<file path="src/rtl/mux_scan_pkg.sv">
// Shared mode encodings for the scanning display multiplexer.
package mux_scan_pkg;

    localparam logic [1:0] MODE_DIRECT = 2'b00;
    localparam logic [1:0] MODE_STEP   = 2'b01;
    localparam logic [1:0] MODE_SCAN   = 2'b10;
    localparam logic [1:0] MODE_HOLD   = 2'b11;

    typedef enum logic [1:0] {
        M_DIRECT = MODE_DIRECT,
        M_STEP   = MODE_STEP,
        M_SCAN   = MODE_SCAN,
        M_HOLD   = MODE_HOLD
    } mode_t;

endpackage

</file>
<file path="src/rtl/input_sync.sv">
// Two-flop synchroniser for asynchronous board inputs, with an optional
// rising-edge strobe taken from a third flop behind the synchronised value.
module input_sync #(
    parameter int W    = 1,
    parameter bit EDGE = 1'b0
) (
    input  logic         clk,
    input  logic         rst_n,
    input  logic [W-1:0] d,
    output logic [W-1:0] q,
    output logic [W-1:0] rise
);

    logic [W-1:0] meta;

    always_ff @(posedge clk or negedge rst_n) begin
        if (!rst_n) begin
            meta <= '0;
            q    <= '0;
        end else begin
            meta <= d;
            q    <= meta;
        end
    end

    if (EDGE) begin : g_edge
        logic [W-1:0] q_d;
        always_ff @(posedge clk or negedge rst_n) begin
            if (!rst_n) q_d <= '0;
            else        q_d <= q;
        end
        assign rise = q & ~q_d;
    end else begin : g_no_edge
        assign rise = '0;
    end

endmodule

</file>
<file path="src/rtl/mux_scan_nxw.sv">
// N-channel, W-bit registered display multiplexer with direct, step,
// timed-scan and hold channel selection.
//
//   mode   | meaning
//   DIRECT | channel follows synchronised SEL; out-of-range SEL ignored
//   STEP   | channel advances (with wrap) once per STEP press
//   SCAN   | channel advances (with wrap) every DWELL cycles
//   HOLD   | channel and DATA_OUT frozen; presses discarded
module mux_scan_nxw
    import mux_scan_pkg::*;
#(
    parameter int WIDTH    = 4,
    parameter int CHANNELS = 4,
    parameter int DWELL    = 50000000,
    localparam int SEL_W   = $clog2(CHANNELS)
) (
    input  logic                      CLOCK_50,
    input  logic                      RESET_N,
    input  logic [CHANNELS*WIDTH-1:0] DATA_IN,
    input  logic [SEL_W-1:0]          SEL,
    input  logic [1:0]                MODE,
    input  logic                      STEP,
    output logic [WIDTH-1:0]          DATA_OUT,
    output logic [SEL_W-1:0]          CH_OUT,
    output logic                      CH_CHANGE
);

    if (CHANNELS < 2 || WIDTH < 1 || DWELL < 1) begin : g_param_check
        $error("mux_scan_nxw: need CHANNELS>=2, WIDTH>=1, DWELL>=1");
    end

    localparam int CNT_W = (DWELL > 1) ? $clog2(DWELL) : 1;
    localparam logic [CNT_W-1:0] CNT_LAST  = CNT_W'(DWELL - 1);
    localparam logic [SEL_W-1:0] LAST_CH   = SEL_W'(CHANNELS - 1);
    localparam logic [SEL_W:0]   NUM_CH    = (SEL_W + 1)'(CHANNELS);

    logic [SEL_W-1:0] sel_s;
    logic [1:0]       mode_s;
    logic             step_s;
    logic             step_rise;
    logic [SEL_W-1:0] sel_unused_rise;
    logic [1:0]       mode_unused_rise;

    input_sync #(.W(SEL_W), .EDGE(1'b0)) u_sel_sync (
        .clk(CLOCK_50), .rst_n(RESET_N), .d(SEL), .q(sel_s), .rise(sel_unused_rise)
    );

    input_sync #(.W(2), .EDGE(1'b0)) u_mode_sync (
        .clk(CLOCK_50), .rst_n(RESET_N), .d(MODE), .q(mode_s), .rise(mode_unused_rise)
    );

    input_sync #(.W(1), .EDGE(1'b1)) u_step_sync (
        .clk(CLOCK_50), .rst_n(RESET_N), .d(STEP), .q(step_s), .rise(step_rise)
    );

    logic [SEL_W-1:0] ch;
    logic [SEL_W-1:0] ch_next;
    logic [SEL_W-1:0] ch_adv;
    logic [CNT_W-1:0] cnt;
    logic [CNT_W-1:0] cnt_next;
    logic [WIDTH-1:0] data_next;

    // Wrap by compare so non-power-of-two channel counts never reach unused codes.
    assign ch_adv = (ch == LAST_CH) ? '0 : ch + 1'b1;

    always_comb begin
        ch_next  = ch;
        cnt_next = '0;
        case (mode_t'(mode_s))
            M_DIRECT: begin
                if ({1'b0, sel_s} < NUM_CH) ch_next = sel_s;
            end
            M_STEP: begin
                if (step_rise) ch_next = ch_adv;
            end
            M_SCAN: begin
                if (cnt == CNT_LAST) begin
                    ch_next = ch_adv;
                end else begin
                    cnt_next = cnt + 1'b1;
                end
            end
            default: ;
        endcase
        data_next = DATA_IN[int'(ch_next)*WIDTH +: WIDTH];
    end

    always_ff @(posedge CLOCK_50 or negedge RESET_N) begin
        if (!RESET_N) begin
            ch        <= '0;
            cnt       <= '0;
            DATA_OUT  <= '0;
            CH_CHANGE <= 1'b0;
        end else begin
            ch        <= ch_next;
            cnt       <= cnt_next;
            CH_CHANGE <= (ch_next != ch);
            if (mode_s != MODE_HOLD) DATA_OUT <= data_next;
        end
    end

    assign CH_OUT = ch;

endmodule

</file>
<file path="config.mk">
export PLATFORM = sky130hd
export DESIGN_NAME = mux_scan_nxw
export DESIGN_NICKNAME = d
export VERILOG_FILES = /design/src/rtl/mux_scan_pkg.sv /design/src/rtl/input_sync.sv /design/src/rtl/mux_scan_nxw.sv
export SDC_FILE = /design/constraint.sdc
export NUM_CORES = 1
export LEC_CHECK = 0
export ABC_AREA = 1
export CAP_MARGIN = 10
export CORE_MARGIN = 3
export CORE_UTILIZATION = 59
export DETAILED_ROUTE_END_ITERATION = 12
export PLACE_DENSITY = 0.84
export SLEW_MARGIN = 15
export SYNTH_ARGS = -nofsm -noshare
export SYNTH_HDL_FRONTEND = slang
export SYNTH_SLANG_ARGS = --single-unit
</file>
<file path="constraint.sdc">
create_clock -name CLOCK_50 -period 5.2 [get_ports CLOCK_50]
set_input_delay 1.04 -clock CLOCK_50 [delete_from_list [all_inputs] [get_ports CLOCK_50]]
set_output_delay 1.04 -clock CLOCK_50 [all_outputs]
set_load 0.005 [all_outputs]
</file>
# After elaboration in Yosys (flattened, before gate mapping)
# Cells that the tools add are included.
[word_totals]
register_bits = 44
latch_bits = 0
ramBits = 0
rom_bits = 0
out_inout_bits = 7
elab_cells = 29
memories = 0
[classes]
add_sub_neg = 2
n_mul = 0
div_mod_pow = 0
magnitude_cmp = 0
n_eq_ne = 6
n_shift = 1
muxes = 6
bitwise = 2
n_reduce_logical = 1
[ops]
columns = ["operator", "n"]
rows = [
  ["$mux 26", 2],
  ["$add 26x1->26 const B", 1],
  ["$eq 26x26->1 const B", 1],
  ["$shiftx 16x5->4", 1],
  ["$mux 2", 3],
  ["$pmux 2 s3", 1],
  ["$eq 2x2->1 const B", 2],
  ["$add 2x1->2 const B", 1],
  ["$eq 2x1->1 const B", 1],
  ["$logic_not 2->1", 1],
  ["$ne 2x2->1", 1],
  ["$ne 2x2->1 const B", 1],
  ["$and 1x1->1", 1],
  ["$not 1->1", 1],
]

# Logic depth before layout (Yosys ltp)
# Gate-level depths: netlist of the first run.
[logic_depth]
depth_word = 5
depth_mapped = 16
mapped_depth_nobuf = 16

# Cells and area by module
# Synthesis of the first run repeated with hierarchy kept, for this count alone.
[unflattened]
hier_cells = 286
hier_area_um2 = 2337.2
[by_module_without_submodules]
columns = ["mod", "instances", "cells_each", "area_each_um2", "seq_area_each_um2"]
rows = [
  ["mux_scan_nxw", 1, 267, 2014.4, 825.8],
  ["input_sync at u_mode_sync ...", 2, 7, 118.9, 100.1],
  ["input_sync at u_step_sync", 1, 5, 85.1, 75.1],
]

# Worst setup path after synthesis of the first run
# Ideal clock, no wire load.
[synth_timing]
kind = "reg2reg"
startpoint = "register cnt[0]"
endpoint = "register cnt[22]"
setup_ns = 0.121
t_arrival_ns = 1.564
required_time_ns = 5.079
setup_slack_ns = 3.515
stages_incl_launch_ff = 10
period_less_slack_ns = 1.685
cell_sequence = "dfrtp_1 > ha_1 > nand3_2 > nor3_4 > nand3_2 > nand3b_4 > nor3_4 > nand2_2 > o21ai_0 > nor2_1"
[synth_between]
elab_chain_cells = 3
word_cells_on_any_way = 4
[synth_rtl]
columns = ["element", "line", "source"]
rows = [
  ["start, declared", "mux_scan_nxw.sv:59", "logic [CNT_W-1:0] cnt;"],
  ["start signal, assigned", "mux_scan_nxw.sv:96", "cnt <= cnt_next;"],
  ["$add 26x1->26 or $eq 26x26->1 (tied branches)", "mux_scan_nxw.sv:80, mux_scan_nxw.sv:77", ""],
  ["$mux 26 *", "mux_scan_nxw.sv:77", "if (cnt == CNT_LAST) begin"],
  ["$mux 26 *", "mux_scan_nxw.sv:69", "case (mode_t'(mode_s))"],
  ["via cnt_next[22]", "mux_scan_nxw.sv:60", "logic [CNT_W-1:0] cnt_next;"],
]
# Mark *: on every way through the listed nets, which the timed path passes. The rest lies on a longest branch.
# A chain may end at the register's enable or synchronous reset.

# Final worst setup path of the first run
[layout_timing]
startpoint = "register ch[0], in the netlist CH_OUT[0]"
endpoint = "output CH_OUT[0]"
[layout_lines]
columns = ["element", "line", "source"]
rows = [
  ["start, declared", "mux_scan_nxw.sv:56", "logic [SEL_W-1:0] ch;"],
  ["start signal, assigned", "mux_scan_nxw.sv:95", "ch <= ch_next;"],
  ["end, declared", "mux_scan_nxw.sv:24", "output logic [SEL_W-1:0] CH_OUT,"],
]
# No word-level cell between the ends.

==> run metrics, run 1 <==
outcome=complete, no violations; area delta synth->final=21.0%; WP data arrival=1.37 ns; sw power=0.000186 W; M1 wire length=2350 um; FMAX=0.415 GHz; Total GRT Usage=23.6%; hold path start=u_step_sync.meta; Setup Skew=0.00813 ns; min-delay worst type=flip-flop to flip-flop; PostCTS Resize Cnt=0; FF-to-FF Start=cnt[0]; final WL=5040 um; Setup CP Type=flip-flop to output port; DR top layer=met4; layout cells sized above 1=10.5%; peak supply drop=0.302 mV; Die Area=4750 um^2; RD Place Congestion=0.945; Avg Inst Size Synth=8.02 um^2; Max Fanout on Critical Path=8; Rows=22; Initial DRT Pass Iterations=5; MaxCap Viol Count=0; final hold vios=0; Slew Limit Fails=0; RSZ-0062 raised after global routing=false; Inserted Clock Buffers=5; metal3 WL=312 um; DR vias/cell=5.39; clk_lat worst skew=0.30 ns; crit path cell chain=clkdlybuf4s50_1; postcts setup bufs=0; met2 WL=2310 um; CP max stage cell=clkdlybuf4s50_1; Max stage delay on crit path=0.57 ns; clk root buf=clkbuf_8; Worst Setup SP=CH_OUT[0]; period utilisation layout=46.4%; critical path required time=4.16 ns; PwrDens=297 nW/um^2; clock slew at reported path FFs=0.09 ns; initial antenna violation count=0; initial core utilization=62.3%; TritonCTS sink count=44; Netlist cell types=33; Clock Path Buffers=2; CTS Hold Bufs=0; Die Y=68.9 um; sequential cell area fraction in the yosys report=47.2%; FF+latch count, synth=44; first-pass GRT wire length=8220 um; cell internal pwr=0.000651 W; DR WL/cell=13.5 um; R2R Setup Slk=3.11 ns; most frequent cells in the layout=67 x nand2_1, 44 x dfrtp_1, 40 x inv_1; hpwl dp=3730 um; yosys warns=0; # DRC=0; main area contributors after synthesis=dfrtp_1 47%, nand2_1 11%, inv_1 6.4%; critical path's top delay family=buffers and inverters; commonest non-fill, non-tap cell in the layout=nand2_1; sw frac=22.3%; # nets final=349; share of the synthesized area in the top cell type=47.2%; critical path startpoint category=flip-flop; Leakage=1.41 nW; CORE AREA=3740 um^2; Comb pwr share=13.0%; Post-DRT Antenna Nets=0; IO buf count=29; crit end category=output port; Clock power frac=42.9%; Initial DRC Count=218; Top Ports=30; clock period minus worst slack=2.41 ns; Slew headroom=37.5%; pin count of the biggest net entering global routing=45; post-synth top area cell=dfrtp_1; Antenna diodes=0; Mapped Area=2330 um^2; Slew @ Worst Pin=0.937 ns; vias in the first global route=1,789; Remaining Overflow, GRT=0; Die W=68.9 um; H-tree Lvls=2; CTS tree=yes; Fin Setup TNS=0 ns; vias=2,009; final setup vio count=0; WHS=0.353 ns; syn_nets=316; Post-Syn Instances=291; Crit path buffers/inverters=1; Sequential Power Share=44.0%
==> state kept, by name, indices dropped and copies added (netlist names) <==
signal,flops
cnt,26
DATA_OUT,4
CH_OUT,2
u_mode_sync.meta,2
u_mode_sync.q,2
u_sel_sync.meta,2
u_sel_sync.q,2
CH_CHANGE,1
u_step_sync.g_edge.q_d,1
u_step_sync.meta,1
u_step_sync.q,1
==> cell families after synthesis <==
| kind of cell | after synthesis | synth area share (%) |
|---|---|---|
| simple gates | 162 | 34.5 |
| compound gates | 34 | 8.42 |
| buf+inv | 45 | 7.35 |
| fa+ha+maj | 2 | 1.07 |
| xor+xnor | 4 | 1.50 |
| flops | 44 | 47.2 |
==> Yosys cell counts (all sizes together) <==
library cell and instances:
or2 2, a31o 1, o211a 1, a21oi 15
o211ai 1, nand3b 1, nand2 77, nor3 9
o21a 1, a31oi 2, ha 2, o21ai 9
buf 2, xor2 4, nor3b 1, nand3 26
dfrtp 44, nor2 39, nor4 3, a211oi 4
nand4 4, inv 41, clkbuf 1, clkinv 1
==> power by group through the flow <==
stage                     combinational, W  sequential, W  clock, W
final                             0.000109       0.000369  0.000360
after detailed placement          0.000109       0.000375         0
after CTS                         0.000110       0.000369  0.000362
after floorplan                  0.0000506       0.000375         0
after global placement            0.000106       0.000375         0
after global routing              0.000122       0.000371  0.000377
==> per-stage QoR <==
step / setup WS, ns / cell area [um^2] / power (W) / instances / util (%)
2_1_floorplan: 3.51 / 2330 / 0.000426 / 291 / -
5_1_grt: 2.72 / 2820 / 0.000870 / 373 / 75.4
3_3_place_gp: 3.15 / 2670 / 0.000481 / 365 / 71.2
6_report: 2.79 / 2820 / 0.000838 / 373 / 75.4
3_5_place_dp: 3.13 / 2670 / 0.000484 / 365 / 71.2
4_1_cts: 2.78 / 2820 / 0.000841 / 373 / 75.4
==> final cells by class <==
class | count | area (um^2)
Clock buffer | 5 | 68.8
Clock inverter | 3 | 90.1
Fill cell | 293 | 920
Inverter | 42 | 158
Multi-Input combinational cell | 202 | 1060
Sequential cell | 44 | 1100
Tap cell | 48 | 60.1
Timing Repair Buffer | 29 | 285
==> per-layer routing <==
metal	vias up	GRT usage [%]
li1	1003	-
met1	946	35.2
met2	53	34.2
met3	7	4.05
met4	0	8.76
met5	-	0
==> worst paths after layout <==
kind / to / depth (start not counted)
setup / recovery: CH_OUT[0] / 1
max in group asynchronous: cnt[20] / 1
hold / removal: u_step_sync.q / 0
hold reg to reg: u_step_sync.q / 0
min in group asynchronous: cnt[12] / 1
setup reg to reg: DATA_OUT[3] / 16
(Power assumes the default switching activity.)
==> inputs of run 2 (changes only) <==
--- a/config.mk
+++ b/config.mk
@@ -8,9 +8,9 @@
 export ABC_AREA = 1
 export CAP_MARGIN = 10
 export CORE_MARGIN = 3
-export CORE_UTILIZATION = 59
+export CORE_UTILIZATION = 55
 export DETAILED_ROUTE_END_ITERATION = 12
-export PLACE_DENSITY = 0.84
+export PLACE_DENSITY = 0.79
 export SLEW_MARGIN = 15
 export SYNTH_ARGS = -nofsm -noshare
 export SYNTH_HDL_FRONTEND = slang
==> constraint.sdc (replaced) <==
create_clock -name CLOCK_50 -period 2.4 [get_ports CLOCK_50]
set_input_delay 0.48 -clock CLOCK_50 [delete_from_list [all_inputs] [get_ports CLOCK_50]]
set_output_delay 0.48 -clock CLOCK_50 [all_outputs]
set_load 0.005 [all_outputs]
==> run 2 against run 1 <==
Effect of this change:
- via count shrank 0.50%
- sequential power rose by 120%
- die area grew 6.6%
- cell count up 1.1%
- critical path type is now flip-flop to flip-flop
- largest power group unchanged
==> run metrics, run 2 (synthesized netlist as in run 1, its figures left out) <==
Setup Skew=0.00427 ns (was 0.00813 ns); CP max stage cell=dfrtp_1 (was clkdlybuf4s50_1); RD Place Congestion=0.907 (was 0.945); M3 GR Usage=5.97% (was 4.05%); Worst Setup SP=cnt[0] (was CH_OUT[0]); PostCTS Resize Cnt=0 (unchanged); FMAX=0.490 GHz; initial core utilization=57.5% (was 62.3%); Max Fanout on Critical Path=13 (was 8); # nets final=351 (was 349); GRT busiest layer=met2 (was met1); Slew Limit Fails=0 (unchanged); PwrDens=573 nW/um^2 (was 297 nW/um^2); Rows=23 (was 22); FF-to-FF End=DATA_OUT[2] (was DATA_OUT[3]); DR WL/cell=13.2 um (was 13.5 um); crit end category=flip-flop (was output port); Setup CP Type=flip-flop to flip-flop (was flip-flop to output port); # DRC=0 (unchanged); M1 GR Usage=30.8% (was 35.2%); area delta synth->final=19.7% (was 21.0%); sw frac=25.0% (was 22.3%); FF-to-FF Start=cnt[0] (unchanged); Total GRT Usage=22.2% (was 23.6%); crit path cell chain=ha_1, nand2_2, nor2_2, nand2_1, nor2_1, nand2_1, nand2_2, nand2_1, nand2_1, nand3_2, nand2_4, inv_2, nand2_1, nand2_1, nand2_1, nand2_1 (was clkdlybuf4s50_1); MaxCap Viol Count=0 (unchanged); Die W=71.1 um (was 68.9 um); clock slew at reported path FFs=0.08 ns (was 0.09 ns); Clock Path Buffers=2 (unchanged); Design Area, Final=2790 um^2 (was 2820 um^2); CORE AREA=4060 um^2 (was 3740 um^2); critical path endpoint=DATA_OUT[2] (was CH_OUT[0]); Comb pwr share=14.8% (was 13.0%); most frequent CP cell=nand2_1; vias=1,999 (was 2,009); final hold vios=0 (unchanged); sw power=0.000401 W (was 0.000186 W); clk_lat worst skew=0.30 ns (about the same); postcts setup bufs=0 (unchanged); Post-DRT Antenna Nets=0 (unchanged); TritonCTS sink count=44 (unchanged); cell internal pwr=0.00120 W (was 0.000651 W); critical path startpoint category=flip-flop (unchanged); worst r2r path cells=16 (unchanged); clk root buf=clkbuf_8 (unchanged); biggest regs=cnt (26), DATA_OUT (4) (unchanged); period utilisation layout=85.1%; Max stage delay on crit path=0.40 ns (was 0.57 ns); outcome=complete, no violations (unchanged); Inserted Clock Buffers=5 (unchanged); Die Area=5060 um^2 (was 4750 um^2); Initial DRC Count=117 (was 218); max reg flops=26 (unchanged); Antenna diodes=0 (unchanged); hpwl dp=3790 um (was 3730 um); layout cells sized above 1=11.0% (was 10.5%); Fin Setup TNS=0 ns (unchanged); H-tree Lvls=2 (unchanged); Remaining Overflow, GRT=0 (unchanged); Top Ports=30 (unchanged); CTS tree=yes (unchanged); Die Y=71.1 um (was 68.9 um); pin count of the biggest net entering global routing=18 (was 45); Most flops, register=cnt (unchanged); vias in the first global route=1,968 (was 1,789); commonest non-fill, non-tap cell in the layout=nand2_1 (unchanged); DR vias/cell=5.30 (was 5.39); RSZ-0062 raised after global routing=false (unchanged); Slew headroom=69.1% (was 37.5%); most frequent cells in the layout=67 x nand2_1, 44 x dfrtp_1, 40 x inv_1 (unchanged); WP data arrival=2.23 ns (was 1.37 ns); critical path required time=2.59 ns (was 4.16 ns); Sequential Power Share=49.9% (was 44.0%); fill count=329 (was 293); Leakage=1.39 nW (was 1.41 nW); clock period minus worst slack=2.04 ns; Initial DRT Pass Iterations=4 (was 5); met2 usage=34.1% (was 34.2%); min-delay worst type=primary input to asynchronous set/reset pin (was flip-flop to flip-flop); final setup vio count=0 (unchanged); first-pass GRT wire length=8910 um (was 8220 um); dpl cell area=2680 um^2 (was 2670 um^2); peak supply drop=0.556 mV (was 0.302 mV); Clock power frac=35.3% (was 42.9%); final WL=4990 um (was 5040 um); R2R Setup Slk=0.36 ns (was 3.11 ns); CTS Hold Bufs=0 (unchanged); Slew @ Worst Pin=0.460 ns (was 0.937 ns); IO buf count=29 (unchanged); initial antenna violation count=0 (unchanged)
-- run 2: changes by cell type in the layout (fill, tap and decap cells not counted), sizes merged --
| cell | before | now |
|---|---|---|
| clkinvlp | 0 | 1 |
| clkinv | 1 | 2 |
| bufinv | 3 | 1 |
| buf | 1 | 3 |
-- run 2: critical path, delay by kind of cell, from the launching register on --
family | cells | cell delay, ns
simple gates | 14 | 1.22
flops | 1 | 0.40
fa+ha+maj | 1 | 0.23
buf+inv | 1 | 0.06
-- run 2: metrics by stage --
stage | hold slack [ns] | power (W) | utilization, % | worst slack (ns) | instances
6_report | 0.0724 | 0.00160 | 68.9 | 0.359 | 377
5_1_grt | 0.0958 | 0.00169 | 68.9 | 0.113 | 377
4_1_cts | 0.0793 | 0.00162 | 68.9 | 0.342 | 377
3_5_place_dp | 0.336 | 0.00105 | 66.1 | 0.366 | 369
3_3_place_gp | 0.332 | 0.00105 | 66.1 | 0.478 | 369
2_1_floorplan | 0.184 | 0.000922 | - | 0.715 | 291
-- run 2: final cells by class --
class | instances | area, um^2 | area share (%)
tap | 50 | 62.6 | 2.24
inverter | 42 | 158 | 5.64
clock inverter | 3 | 42.5 | 1.52
clock buffer | 5 | 68.8 | 2.46
timing repair buffer | 31 | 300 | 10.7
multi-input combinational | 202 | 1060 | 38.0
sequential | 44 | 1100 | 39.4
-- run 2: how the worst min path moves through the flow --
stage | from | endpoint | slack [ns] | cells past startpoint
3_5_place_dp | u_mode_sync.meta[0] | u_mode_sync.q[0] | 0.34 | 0
2_1_floorplan | RESET_N | CH_CHANGE | 0.18 | 0
5_1_grt | RESET_N | cnt[2] | 0.1 | 1
4_1_cts | RESET_N | cnt[2] | 0.08 | 1
3_3_place_gp | u_mode_sync.meta[0] | u_mode_sync.q[0] | 0.33 | 0
6_report | RESET_N | cnt[10] | 0.07 | 1
-- run 2: metal layers --
layer  vias up  part of all wire [%]
li1       1005                     -
met1       937                    45
met2        49                    47
met3         8                   6.6
met4         0                   1.4
met5         -                     0
-- run 2: power groups by stage --
stage	Clock, W	Combinational (W)	Sequential (W)
3_3_place_gp	0	0.000232	0.000814
2_1_floorplan	0	0.000110	0.000812
6_report	0.000565	0.000238	0.000799
4_1_cts	0.000581	0.000240	0.000799
3_5_place_dp	0	0.000237	0.000813
5_1_grt	0.000614	0.000269	0.000805
